<file path="src/rtl/sdram_bridge_pkg.sv">
// rtl/sdram_bridge_pkg.sv - shared types, widths and halfword helpers for sdram_bridge
package sdram_pkg;

  typedef enum logic [2:0] {
    ST_IDLE,
    ST_ISSUE,
    ST_WAIT,
    ST_GAP,
    ST_DONE
  } state_t;

  typedef enum logic [1:0] {
    STEP_READ,
    STEP_WRITE,
    STEP_RMW,
    STEP_SKIP
  } step_t;

  localparam int SD_ADDR_W = 32;

  function automatic step_t plan_half(input logic is_read, input logic [1:0] strb);
    if (is_read)
      return STEP_READ;
    else if (strb == 2'b11)
      return STEP_WRITE;
    else if (strb == 2'b00)
      return STEP_SKIP;
    else
      return STEP_RMW;
  endfunction

  // New bytes where the strobe is set, old SDRAM bytes elsewhere.
  function automatic logic [15:0] merge_half(input logic [15:0] old_data,
                                             input logic [15:0] new_data,
                                             input logic [1:0]  strb);
    return {strb[1] ? new_data[15:8] : old_data[15:8],
            strb[0] ? new_data[7:0]  : old_data[7:0]};
  endfunction

endpackage

</file>
<file path="src/rtl/sdram_bridge_rbuf.sv">
// rtl/sdram_bridge_rbuf.sv - one-entry word read buffer with tag match and write invalidate
module sdram_bridge_rbuf #(
  parameter int TAG_W = 23
) (
  input  logic             clk,
  input  logic             reset,
  input  logic [TAG_W-1:0] lookup_tag,
  output logic             hit,
  output logic [31:0]      data,
  input  logic             fill_en,
  input  logic [TAG_W-1:0] fill_tag,
  input  logic [31:0]      fill_data,
  input  logic             inval_en,
  input  logic [TAG_W-1:0] inval_tag
);

  logic             valid;
  logic [TAG_W-1:0] tag;

  assign hit = valid && (tag == lookup_tag);

  always_ff @(posedge clk) begin
    if (reset) begin
      valid <= 1'b0;
      tag   <= '0;
      data  <= '0;
    end else if (fill_en) begin
      valid <= 1'b1;
      tag   <= fill_tag;
      data  <= fill_data;
    end else if (inval_en && valid && (tag == inval_tag)) begin
      valid <= 1'b0;
    end
  end

endmodule

</file>
<file path="src/rtl/sdram_bridge.sv">
// rtl/sdram_bridge.sv - 32-bit CPU bus to 16-bit SDRAM controller bridge with halfword RMW
// Optional one-entry read buffer enabled by defining SDRAM_BRIDGE_RBUF_EN.
module sdram_bridge
  import sdram_pkg::*;
#(
  parameter int ADDR_BITS = 25
) (
  input  logic                 clk,
  input  logic                 reset,
  input  logic                 mem_valid,
  input  logic [31:0]          mem_addr,
  input  logic [31:0]          mem_wdata,
  input  logic [3:0]           mem_wstrb,
  output logic                 mem_ready,
  output logic [31:0]          mem_rdata,
  output logic [SD_ADDR_W-1:0] sd_addr,
  output logic [15:0]          sd_wdata,
  output logic                 sd_wstrb,
  output logic                 sd_rstrb,
  input  logic [15:0]          sd_rdata,
  input  logic                 sd_ready
);

  localparam int WORD_W = ADDR_BITS - 2;

  state_t              state;
  step_t               plan_lo, plan_hi;
  logic                half, phase, is_read_q;
  logic [WORD_W-1:0]   word;
  logic [31:0]         wdata_q, rd_q;
  logic [3:0]          wstrb_q;
  logic [15:0]         merge_q;

  logic                unused_addr_bits;
  assign unused_addr_bits = ^{mem_addr[31:ADDR_BITS], mem_addr[1:0]};

  logic              req_read;
  logic [WORD_W-1:0] req_word;
  step_t             new_lo, new_hi, cur_step;
  logic [15:0]       cur_wdata;
  logic [1:0]        cur_strb;
  logic              rd_step, more;

  assign req_read  = (mem_wstrb == 4'b0000);
  assign req_word  = mem_addr[ADDR_BITS-1:2];
  assign new_lo    = plan_half(req_read, mem_wstrb[1:0]);
  assign new_hi    = plan_half(req_read, mem_wstrb[3:2]);
  assign cur_step  = half ? plan_hi : plan_lo;
  assign cur_wdata = half ? wdata_q[31:16] : wdata_q[15:0];
  assign cur_strb  = half ? wstrb_q[3:2] : wstrb_q[1:0];
  assign rd_step   = (cur_step == STEP_READ) || ((cur_step == STEP_RMW) && !phase);
  // Another step follows: the write half of an RMW, or a non-skipped high half.
  assign more      = ((cur_step == STEP_RMW) && !phase) || (!half && (plan_hi != STEP_SKIP));

  logic        rbuf_hit;
  logic [31:0] rbuf_data;

`ifdef SDRAM_BRIDGE_RBUF_EN
  logic fill_en, inval_en;
  assign fill_en  = (state == ST_GAP) && !more && is_read_q;
  assign inval_en = (state == ST_IDLE) && mem_valid && !req_read;

  sdram_bridge_rbuf #(
    .TAG_W(WORD_W)
  ) u_rbuf (
    .clk        (clk),
    .reset      (reset),
    .lookup_tag (req_word),
    .hit        (rbuf_hit),
    .data       (rbuf_data),
    .fill_en    (fill_en),
    .fill_tag   (word),
    .fill_data  (rd_q),
    .inval_en   (inval_en),
    .inval_tag  (req_word)
  );
`else
  assign rbuf_hit  = 1'b0;
  assign rbuf_data = '0;
`endif

  always_ff @(posedge clk) begin
    if (reset) begin
      state     <= ST_IDLE;
      plan_lo   <= STEP_SKIP;
      plan_hi   <= STEP_SKIP;
      half      <= 1'b0;
      phase     <= 1'b0;
      is_read_q <= 1'b0;
      word      <= '0;
      wdata_q   <= '0;
      wstrb_q   <= '0;
      merge_q   <= '0;
      rd_q      <= '0;
      mem_ready <= 1'b0;
      mem_rdata <= '0;
      sd_addr   <= '0;
      sd_wdata  <= '0;
      sd_wstrb  <= 1'b0;
      sd_rstrb  <= 1'b0;
    end else begin
      mem_ready <= 1'b0;
      case (state)
        ST_IDLE: begin
          if (mem_valid) begin
            word      <= req_word;
            wdata_q   <= mem_wdata;
            wstrb_q   <= mem_wstrb;
            is_read_q <= req_read;
            if (req_read && rbuf_hit) begin
              mem_rdata <= rbuf_data;
              mem_ready <= 1'b1;
              state     <= ST_DONE;
            end else begin
              plan_lo <= new_lo;
              plan_hi <= new_hi;
              half    <= (new_lo == STEP_SKIP);
              phase   <= 1'b0;
              state   <= ST_ISSUE;
            end
          end
        end
        ST_ISSUE: begin
          sd_addr  <= SD_ADDR_W'({word, half});
          sd_wdata <= (cur_step == STEP_RMW) ? merge_half(merge_q, cur_wdata, cur_strb)
                                             : cur_wdata;
          sd_rstrb <= rd_step;
          sd_wstrb <= !rd_step;
          state    <= ST_WAIT;
        end
        ST_WAIT: begin
          if (sd_ready) begin
            sd_rstrb <= 1'b0;
            sd_wstrb <= 1'b0;
            if (cur_step == STEP_READ) begin
              if (half) rd_q[31:16] <= sd_rdata;
              else      rd_q[15:0]  <= sd_rdata;
            end else if (cur_step == STEP_RMW && !phase) begin
              merge_q <= sd_rdata;
            end
            state <= ST_GAP;
          end
        end
        ST_GAP: begin
          if ((cur_step == STEP_RMW) && !phase) begin
            phase <= 1'b1;
            state <= ST_ISSUE;
          end else if (!half && (plan_hi != STEP_SKIP)) begin
            half  <= 1'b1;
            phase <= 1'b0;
            state <= ST_ISSUE;
          end else begin
            mem_ready <= 1'b1;
            if (is_read_q) mem_rdata <= rd_q;
            state <= ST_DONE;
          end
        end
        ST_DONE: state <= ST_IDLE;
        default: state <= ST_IDLE;
      endcase
    end
  end

endmodule

</file>
<file path="config.mk">
export PLATFORM = sky130hd
export DESIGN_NAME = sdram_bridge
export DESIGN_NICKNAME = d
export VERILOG_FILES = /design/src/rtl/sdram_bridge_pkg.sv /design/src/rtl/sdram_bridge_rbuf.sv /design/src/rtl/sdram_bridge.sv
export SDC_FILE = /design/constraint.sdc
export NUM_CORES = 1
export LEC_CHECK = 0
export ABC_AREA = 1
export CAP_MARGIN = 20
export CELL_PAD_IN_SITES_DETAIL_PLACEMENT = 0
export CELL_PAD_IN_SITES_GLOBAL_PLACEMENT = 1
export CORE_ASPECT_RATIO = 1.75
export CORE_MARGIN = 5
export CORE_UTILIZATION = 39
export CTS_CLUSTER_DIAMETER = 30
export DETAILED_ROUTE_END_ITERATION = 10
export HOLD_SLACK_MARGIN = 0.08
export MAX_ROUTING_LAYER = met4
export PLACE_DENSITY = 0.83
export SKIP_CTS_REPAIR_TIMING = 1
export SYNTH_ARGS = -nofsm -noshare
export SYNTH_HDL_FRONTEND = slang
export SYNTH_SLANG_ARGS = --single-unit
export TNS_END_PERCENT = 100
</file>
<file path="constraint.sdc">
create_clock -name clk -period 3.95 [get_ports clk]
set_clock_uncertainty 0.15 [all_clocks]
set_input_delay 0.395 -clock clk [delete_from_list [all_inputs] [get_ports clk]]
set_output_delay 0.395 -clock clk [all_outputs]
set_load 0.01 [all_outputs]
</file>
==> out/results.env, run 1 <==
FINALCRITPERIODSHARE_PCT=54.7
PLACEMENT.IO_BUFFERS=153
POST_SYNTH_AND_OR_NAND_NOR_AREA_FRACTION_PCT=24.3
DIE_X_MICRONS=115
IO_PINS=171
RUN_STATUS='completed'
HP-CLASS='in2reg'
ANTENNA_CELLS_INSERTED=0
DIE-HEIGHT_MICRONS=193
SYNTH-COMPOUND-AREA-SHARE_PCT=16.5
SYNTHDOMINANTCELLAREASHARE_PCT=51.5
CAP_VIOL_MAX_COUNT=0
MAXSLEWHEADROOM_PCT=27.6
DETAIL_ROUTE.ITER0.VIOLATIONS=430
FINALSETUPTNS_NS=0
CLOCK_LATENCY_AT_THE_LATER_PIN_OF_THE_WORST_SKEW_PAIR_NS=0.44
DETAILEDROUTE.FIRSTPASSITERATIONCOUNT=4
NUMBER_OF_ANTENNA_VIOLATIONS_AT_THE_FIRST_CHECK_IN_GLOBAL_ROUTING=0
ROUTE.DETAILED.WL_PER_INST_MICRONS=15.3
WORSTHOLDSTART='reset'
HOLD-WORST-SLACK_NS=0.292
GRT_PASS1_WL_MM=32.2
PEAKVDDDROP_V=0.000253
TIMING.FINAL.MAX_SLEW_VIOLATIONS=0
LAYOUT.CORE_UTILIZATION_PCT=50.5
DRIVE_ABOVE_1_SHARE_PCT=6.21
CPMAXSTAGEDELAYCELL='sky130_fd_sc_hd__buf_4'
WORST_SLEW_PIN_SLEW_NS=1.08
GLOBALROUTETOTALUTIL_PCT=19.1
TIMING.CRITICAL_PATH.TO_TYPE='register'
FLOORPLAN.ROWS=67
POST-SYNTH-TOP-COUNT-CELL='sky130_fd_sc_hd__nand2_1'
SYNTH-ADDER-AREA-SHARE_PCT=0
YOSYSWARNINGCOUNT=0
CTS_BUFFER_DEPTH=2
YS_SEQ_ELEMENTS=192
PATH_CLK_SLEW_NS=0.07
PD_CELLS_nW_PER_UM2=481
HOLD_PATH_END='state[2]'
R2R-START='half'
NETS=1186
LAYOUT_MIN_CYCLE_TIME_NS=2.16
WORSTHOLDPATHCELLS=2
SYNTH_CELL_TYPES=29
SYNTH.TOP_CELLS.BY_COUNT='261 x sky130_fd_sc_hd__nand2_1, 192 x sky130_fd_sc_hd__dfxtp_1, 126 x sky130_fd_sc_hd__a21oi_1'
SYNTH_TOP_AREA_CELL='sky130_fd_sc_hd__dfxtp_1'
DETAIL_ROUTE.WIRELENGTH_MM=20.7
HTREEDEPTH=4
ROUTE.VIAS.TOTAL=6577
FLOORPLAN.INITIALDENSITY_PCT=39.2
NUMBER_OF_GLOBAL_ROUTE_VIAS_BEFORE_REPAIR=6167
DETAIL-ROUTE-ANTENNA-NETS=0
RSZ0062_AT_GRT='no'
PIN_COUNT_OF_THE_BIGGEST_NET_ENTERING_GLOBAL_ROUTING=84
DESIGN.DIE.AREA_SQ_UM=22100
TRITONCTS='built'
NUMCLOCKSINKS=192
ROUTABILITYCONGESTION=0.818
MUXSHAREOFSYNTHAREA_PCT=0
NETLIST_AREA_SQ_UM=7460
DRT-VIAS-PER-INSTANCE=4.86
MAX_FANOUT_ON_CRITICAL_PATH=40
SYNTH_TOP_FLOP_CELL='sky130_fd_sc_hd__dfxtp_1'
POST_SYNTH_INST_COUNT=984
TIMING.CRITICAL_PATH.ARRIVAL_NS=2.38
P_LEAK_nW=3.54
AREA_DELTA_SYNTH_FINAL_PCT=28.8
PLACE.DETAILED.HPWL_MM=14.0
CORE_SQ_UM=19000
CP.REQUIRED_NS=4.17
CLOCK.FMAX_GHz=0.463
REPORT.FINAL.SETUP_VIOL=0
GRT_REMAINING_OVERFLOW=0
POSTSYNTH.ASYNCRESETSHARE_PCT=0
SYNTH_TOP_CELLS_BY_AREA='sky130_fd_sc_hd__dfxtp_1 52%, sky130_fd_sc_hd__nand2_1 13%, sky130_fd_sc_hd__a21oi_1 8.5%'
SYNTH_XOR_AREA_SHARE_PCT=0
SYNTH_TOP_FAMILY_BY_AREA='simple AND/OR/NAND/NOR gates'
CRITPATHLAUNCHTYPE='register'
RR_ENDPOINT='merge_q[11]'
MASTER_CELL_OF_THE_CLOCK_ROOT_BUFFER='sky130_fd_sc_hd__clkbuf_16'
SYNTH_EDF_COUNT=0
SETUP.WORST_PATH.CLASS='reg2reg'
HOLD_VIOLATIONS=0
SYNTH_SEQUENTIAL_AREA_RATIO_PCT=51.5
REGTOREGSETUPSLACK_NS=1.79
PATH_CELLS='buf_4 > nand2_1 > nand2_2 > nand3_4 > buf_4 > inv_2 > nand2_4 > inv_4 > nor2_1 > nor2_1'
DRC=0
SYNTH_AREA_PER_CELL_SQ_UM=7.58
REG2REG_DEPTH=10
CRITICAL-PATH-MAX-STAGE-DELAY_NS=0.37
CTS_BUFS_INSERTED=17
## metrics by stage
| step | setup slack [ns] | power, mW | cells | instance area [sq um] |
|---|---|---|---|---|
| floorplan | 2.43 | 2.66 | 991 | 7480 |
| global placement | 1.61 | 2.95 | 1320 | 9020 |
| detailed placement | 1.64 | 2.96 | 1320 | 9020 |
| CTS | 1.74 | 4.68 | 1352 | 9600 |
| global route | 1.54 | 4.85 | 1352 | 9600 |
| finish | 1.79 | 4.62 | 1352 | 9600 |
## placed cells by master, fill, tap and decap left out, types with 2 or more instances in the layout
master	n
sky130_fd_sc_hd__nand3_1	18
sky130_fd_sc_hd__nand3_4	3
sky130_fd_sc_hd__nand3_2	2
sky130_fd_sc_hd__clkdlybuf4s50_1	152
sky130_fd_sc_hd__inv_6	7
sky130_fd_sc_hd__inv_1	43
sky130_fd_sc_hd__inv_2	8
sky130_fd_sc_hd__clkinvlp_4	2
sky130_fd_sc_hd__clkbuf_16	17
sky130_fd_sc_hd__o21ai_1	30
sky130_fd_sc_hd__o21a_1	16
sky130_fd_sc_hd__inv_4	3
sky130_fd_sc_hd__nand4_1	32
sky130_fd_sc_hd__dfxtp_1	192
sky130_fd_sc_hd__nor2_1	102
sky130_fd_sc_hd__nand2_1	261
sky130_fd_sc_hd__o21ai_0	60
sky130_fd_sc_hd__nand2_2	2
sky130_fd_sc_hd__conb_1	8
sky130_fd_sc_hd__buf_4	9
sky130_fd_sc_hd__clkinv_4	2
sky130_fd_sc_hd__a21oi_1	126
sky130_fd_sc_hd__nor2_4	5
## area by class of cell
class	instances	area, sq um
Multi-Input combinational cell	672	3080
Clock buffer	18	439
Timing Repair Buffer	161	1590
Clock inverter	14	140
Tap cell	241	302
Sequential cell	192	3840
Fill cell	1860	9430
Inverter	54	210
## where the power goes
group | switching, mW | leakage (nW) | total (mW) | internal [mW]
Sequential | 0.0609 | 1.56 | 2.12 | 2.06
Clock | 0.806 | 0.281 | 1.71 | 0.907
Combinational | 0.484 | 1.69 | 0.785 | 0.301
Total | 1.35 | 3.54 | 4.62 | 3.27
## worst max path at each step
stage                     start            end  slack [ns]  depth (start not counted)
final                      half    merge_q[11]        1.79                         10
after global routing       half     merge_q[8]        1.54                         10
after CTS                  half     merge_q[9]        1.74                         10
after detailed placement  reset    merge_q[14]        1.64                          5
after global placement    reset    merge_q[14]        1.61                          5
after floorplan           reset  mem_rdata[10]        2.43                          4
## kinds of logic after synthesis
group,after synthesis
DFF,192
buffers and inverters,127
AOI/OAI and AO/OA,236
other,1
and+or+nand+nor,428
## registers in the layout, indices dropped and copies added, names as in the netlist
signal / cells
is_read_q: 1
plan_hi: 2
wstrb_q: 4
half: 1
merge_q: 16
rd_q: 32
mem_ready: 1
state: 3
phase: 1
wdata_q: 32
sd_wstrb: 1
sd_wdata: 16
word: 23
sd_rstrb: 1
sd_addr: 24
plan_lo: 2
mem_rdata: 32
## critical path, delay by kind of cell, from the launching register on
| kind | cells | cell delay [ns] |
|---|---|---|
| AND/OR/NAND/NOR | 6 | 0.65 |
| buffers and inverters | 4 | 0.96 |
| flip-flops | 1 | 0.34 |
## per-layer routing
layer | vias up | wire length (microns) | global-route usage (%)
met5 | - | 0 | -
met4 | 0 | 492 | 7.45
met3 | 24 | 724 | 3.17
met2 | 133 | 10900 | 32.8
met1 | 3013 | 8630 | 22.2
li1 | 3407 | - | -
Note: power is estimated with default switching activity, not from simulation.
==> run 2: changes to the inputs <==
--- a/config.mk
+++ b/config.mk
@@ -11,12 +11,12 @@
 export CELL_PAD_IN_SITES_GLOBAL_PLACEMENT = 1
 export CORE_ASPECT_RATIO = 1.75
 export CORE_MARGIN = 5
-export CORE_UTILIZATION = 39
+export CORE_UTILIZATION = 36
 export CTS_CLUSTER_DIAMETER = 30
 export DETAILED_ROUTE_END_ITERATION = 10
 export HOLD_SLACK_MARGIN = 0.08
 export MAX_ROUTING_LAYER = met4
-export PLACE_DENSITY = 0.83
+export PLACE_DENSITY = 0.78
 export SKIP_CTS_REPAIR_TIMING = 1
 export SYNTH_ARGS = -nofsm -noshare
 export SYNTH_HDL_FRONTEND = slang
==> constraint.sdc (replaced) <==
create_clock -name clk -period 2 [get_ports clk]
set_clock_uncertainty 0.15 [all_clocks]
set_input_delay 0.2 -clock clk [delete_from_list [all_inputs] [get_ports clk]]
set_output_delay 0.2 -clock clk [all_outputs]
set_load 0.01 [all_outputs]
==> out/results.env, run 2 (synthesis results as in run 1) <==
RUN_STATUS='completed'
LAYOUT.AREA.SEQ_SQ_UM=3840  # unchanged
WORSTSETUPPATHDEPTH=10  # unchanged
P_LEAK_nW=3.65  # +3.1%
ROUTABILITYCONGESTION=0.784  # -4.2%
CRIT_START='half'
HTREEDEPTH=4  # unchanged
CTS_BUFS_INSERTED=17  # unchanged
PEAKVDDDROP_V=0.000696  # +180%
NUMBER_OF_ANTENNA_VIOLATIONS_AT_THE_FIRST_CHECK_IN_GLOBAL_ROUTING=0  # unchanged
REG2REG_DEPTH=10  # unchanged
MAX_FANOUT_ON_CRITICAL_PATH=9  # -78%
ROUTE.DETAILED.WL_PER_INST_MICRONS=15.3  # +0.17%
CPMAXSTAGEDELAYCELL='sky130_fd_sc_hd__dfxtp_1'
REPORT.FINAL.SETUP_VIOL=0  # unchanged
ANTENNA_CELLS_INSERTED=0  # unchanged
CP_TOP_FAMILY='simple AND/OR/NAND/NOR gates'
LAYOUT_MIN_CYCLE_TIME_NS=1.82  # -0.345 ns
PATH_CELLS='inv_2 > nand2_2 > nand2_2 > nand2_1 > nor2_4 > inv_2 > nand2_1 > nand3_1 > nand2_1 > inv_1'
DRC=0  # unchanged
PLACE_WORST_SETUP_SLACK_NS=0.159  # -1.48 ns
TIMING.CRITICAL_PATH.ARRIVAL_NS=2.00  # -0.38 ns
HOLD_VIOLATIONS=0  # unchanged
WL_MET3_MICRONS=854  # +18%
CRITICAL-PATH-MAX-STAGE-DELAY_NS=0.37  # about the same
HP-CLASS='in2reg'
LAYOUT.CORE_UTILIZATION_PCT=48.3  # -2.2 points
GRT_PASS1_WL_MM=34.0  # +5.3%
PIN_COUNT_OF_THE_BIGGEST_NET_ENTERING_GLOBAL_ROUTING=108  # +29%
GRT_REMAINING_OVERFLOW=0  # unchanged
PATH_CLK_SLEW_NS=0.07  # about the same
DRT-VIAS-PER-INSTANCE=4.81  # -1.2%
FINALPOWER_mW=9.25  # +100%
WORST_SLEW_PIN_SLEW_NS=0.537  # -0.547 ns
MOST_FREQUENT_CELLS_IN_THE_LAYOUT='261 x sky130_fd_sc_hd__nand2_1, 192 x sky130_fd_sc_hd__dfxtp_1, 152 x sky130_fd_sc_hd__clkdlybuf4s50_1'
AREA_DELTA_SYNTH_FINAL_PCT=32.0
IO_PINS=171  # unchanged
WORST-PATH-BUF-INV=3  # -1
DRIVE_ABOVE_1_SHARE_PCT=7.38  # +1.2 points
CTS_BUFFER_DEPTH=2  # unchanged
PLACEMENT.IO_BUFFERS=153  # unchanged
LARGEST_REGISTERS='mem_rdata x32, rd_q x32, wdata_q x32'
DIE_X_MICRONS=119  # +3.7%
R2R-START='half'
CAP_VIOL_MAX_COUNT=0  # unchanged
WORSTHOLDPATHCELLS=3  # +1
MASTER_CELL_OF_THE_CLOCK_ROOT_BUFFER='sky130_fd_sc_hd__clkbuf_16'
CRITPATHLAUNCHTYPE='register'
DETAIL_ROUTE.WIRELENGTH_MM=21.1  # +1.7%
TIMING.FINAL.MAX_SLEW_VIOLATIONS=0  # unchanged
MULTIINPUTGATEAREA_SQ_UM=3080  # unchanged
DETAIL_ROUTE.ITER0.VIOLATIONS=341  # -21%
NETS=1200  # +1.2%
DETAILEDROUTE.FIRSTPASSITERATIONCOUNT=4  # unchanged
NUMBER_OF_GLOBAL_ROUTE_VIAS_BEFORE_REPAIR=6456  # +4.7%
SETUP.WORST_PATH.CLASS='reg2reg'
PLACE.DETAILED.HPWL_MM=14.6  # +4.4%
FINALCRITPERIODSHARE_PCT=90.8  # +36 points
RSZ0062_AT_GRT='no'
LAYOUT_SETUP_WS_NS=0.185  # -1.60 ns
MAXSLEWHEADROOM_PCT=64.1  # +36 points
CORE_SQ_UM=20400  # +7.1%
CRITICAL_PATH.MOST_COMMON_CELL='sky130_fd_sc_hd__nand2_1'
PD_CELLS_nW_PER_UM2=940  # +95%
CP.REQUIRED_NS=2.18  # -1.99 ns
HOLD-WORST-SLACK_NS=0.182  # -0.109 ns
LAYOUT.CELLS.MOST_COMMON='sky130_fd_sc_hd__nand2_1'
GLOBALROUTETOTALUTIL_PCT=18.3  # -0.86 points
CLOCK_LATENCY_AT_THE_LATER_PIN_OF_THE_WORST_SKEW_PAIR_NS=0.43  # about the same
ROUTED-WL-MET2_MM=11.2  # +3.5%
NUMCLOCKSINKS=192  # unchanged
DIE-HEIGHT_MICRONS=200  # +3.9%
FILL_CELLS=2050  # +10%
FINALSETUPTNS_NS=0  # unchanged
CLOCK.FMAX_GHz=0.551  # +19%
WL_MET1_MM=8.55  # -1.0%
FLOORPLAN.ROWS=69  # +3.0%
WORSTHOLDSTART='mem_addr[14]'
ROUTE.TOP_LAYER_USED='met4'
DESIGN.DIE.AREA_SQ_UM=23800  # +7.7%
TIMING.CRITICAL_PATH.TO_TYPE='register'
TRITONCTS='built'
FLOORPLAN.INITIALDENSITY_PCT=36.6  # -2.6 points
DETAIL-ROUTE-ANTENNA-NETS=0  # unchanged
ROUTE.VIAS.TOTAL=6602  # +0.38%
-- run 2: changes by cell type in the layout (fill, tap and decap cells not counted), sizes merged --
cell / change
clkinv: +2
buf: +14
bufinv: +1
inv: -4
clkinvlp: +1
-- run 2: routing by layer --
metal | GRT usage, % | vias to the layer above
met1 | 20.0 | 2996
met4 | 6.01 | 0
li1 | - | 3426
met2 | 32.7 | 157
met5 | - | -
met3 | 3.75 | 23
-- run 2: power by group --
group | leakage, nW | switching, mW | internal, mW
clock | 0.284 | 1.52 | 1.89
sequential | 1.56 | 0.136 | 4.07
combinational | 1.80 | 0.956 | 0.671
-- run 2: final cells by class --
type                            instances  area share [%]
Timing Repair Buffer                  175            18.4
Sequential cell                       192            39.0
Clock buffer                           18            4.46
Tap cell                              248            3.15
Inverter                               54            2.14
Clock inverter                         14            1.56
Multi-Input combinational cell        672            31.3
-- run 2: worst register-to-register path, stage by stage, from the launching register on --
cell                      delay [ns]
sky130_fd_sc_hd__dfxtp_1        0.37
sky130_fd_sc_hd__inv_2          0.14
sky130_fd_sc_hd__nand2_2        0.06
sky130_fd_sc_hd__nand2_2        0.14
sky130_fd_sc_hd__nand2_1        0.17
sky130_fd_sc_hd__nor2_4         0.26
sky130_fd_sc_hd__inv_2          0.14
sky130_fd_sc_hd__nand2_1        0.10
sky130_fd_sc_hd__nand3_1        0.09
sky130_fd_sc_hd__nand2_1        0.08
sky130_fd_sc_hd__inv_1          0.03
-- run 2: worst paths after layout --
path / to / slack [ns]
worst min-delay path: word[12] / 0.18
worst max-delay path: sd_wdata[9] / 0.18
worst max register to register: sd_wdata[9] / 0.18
worst min register to register: wdata_q[10] / 0.29
-- run 2: metrics by stage --
step | area (sq um) | cells
floorplan | 7480 | 991
finish | 9840 | 1373
CTS | 9840 | 1373
global route | 9840 | 1373
global placement | 9250 | 1341
detailed placement | 9250 | 1341
==> run 3: changes to the inputs <==
==> constraint.sdc (replaced) <==
create_clock -name clk -period 2 [get_ports clk]
set_clock_uncertainty 0.15 [all_clocks]
set_input_delay 0.2 -clock clk [delete_from_list [all_inputs] [get_ports clk]]
set_output_delay 0.2 -clock clk [all_outputs]
set_load 0.02 [all_outputs]
==> results of run 3 <==
Same layout as run 2 (identical final DEF). Status: completed.
Main changes from that run: total power 9.25 mW -> 9.32 mW
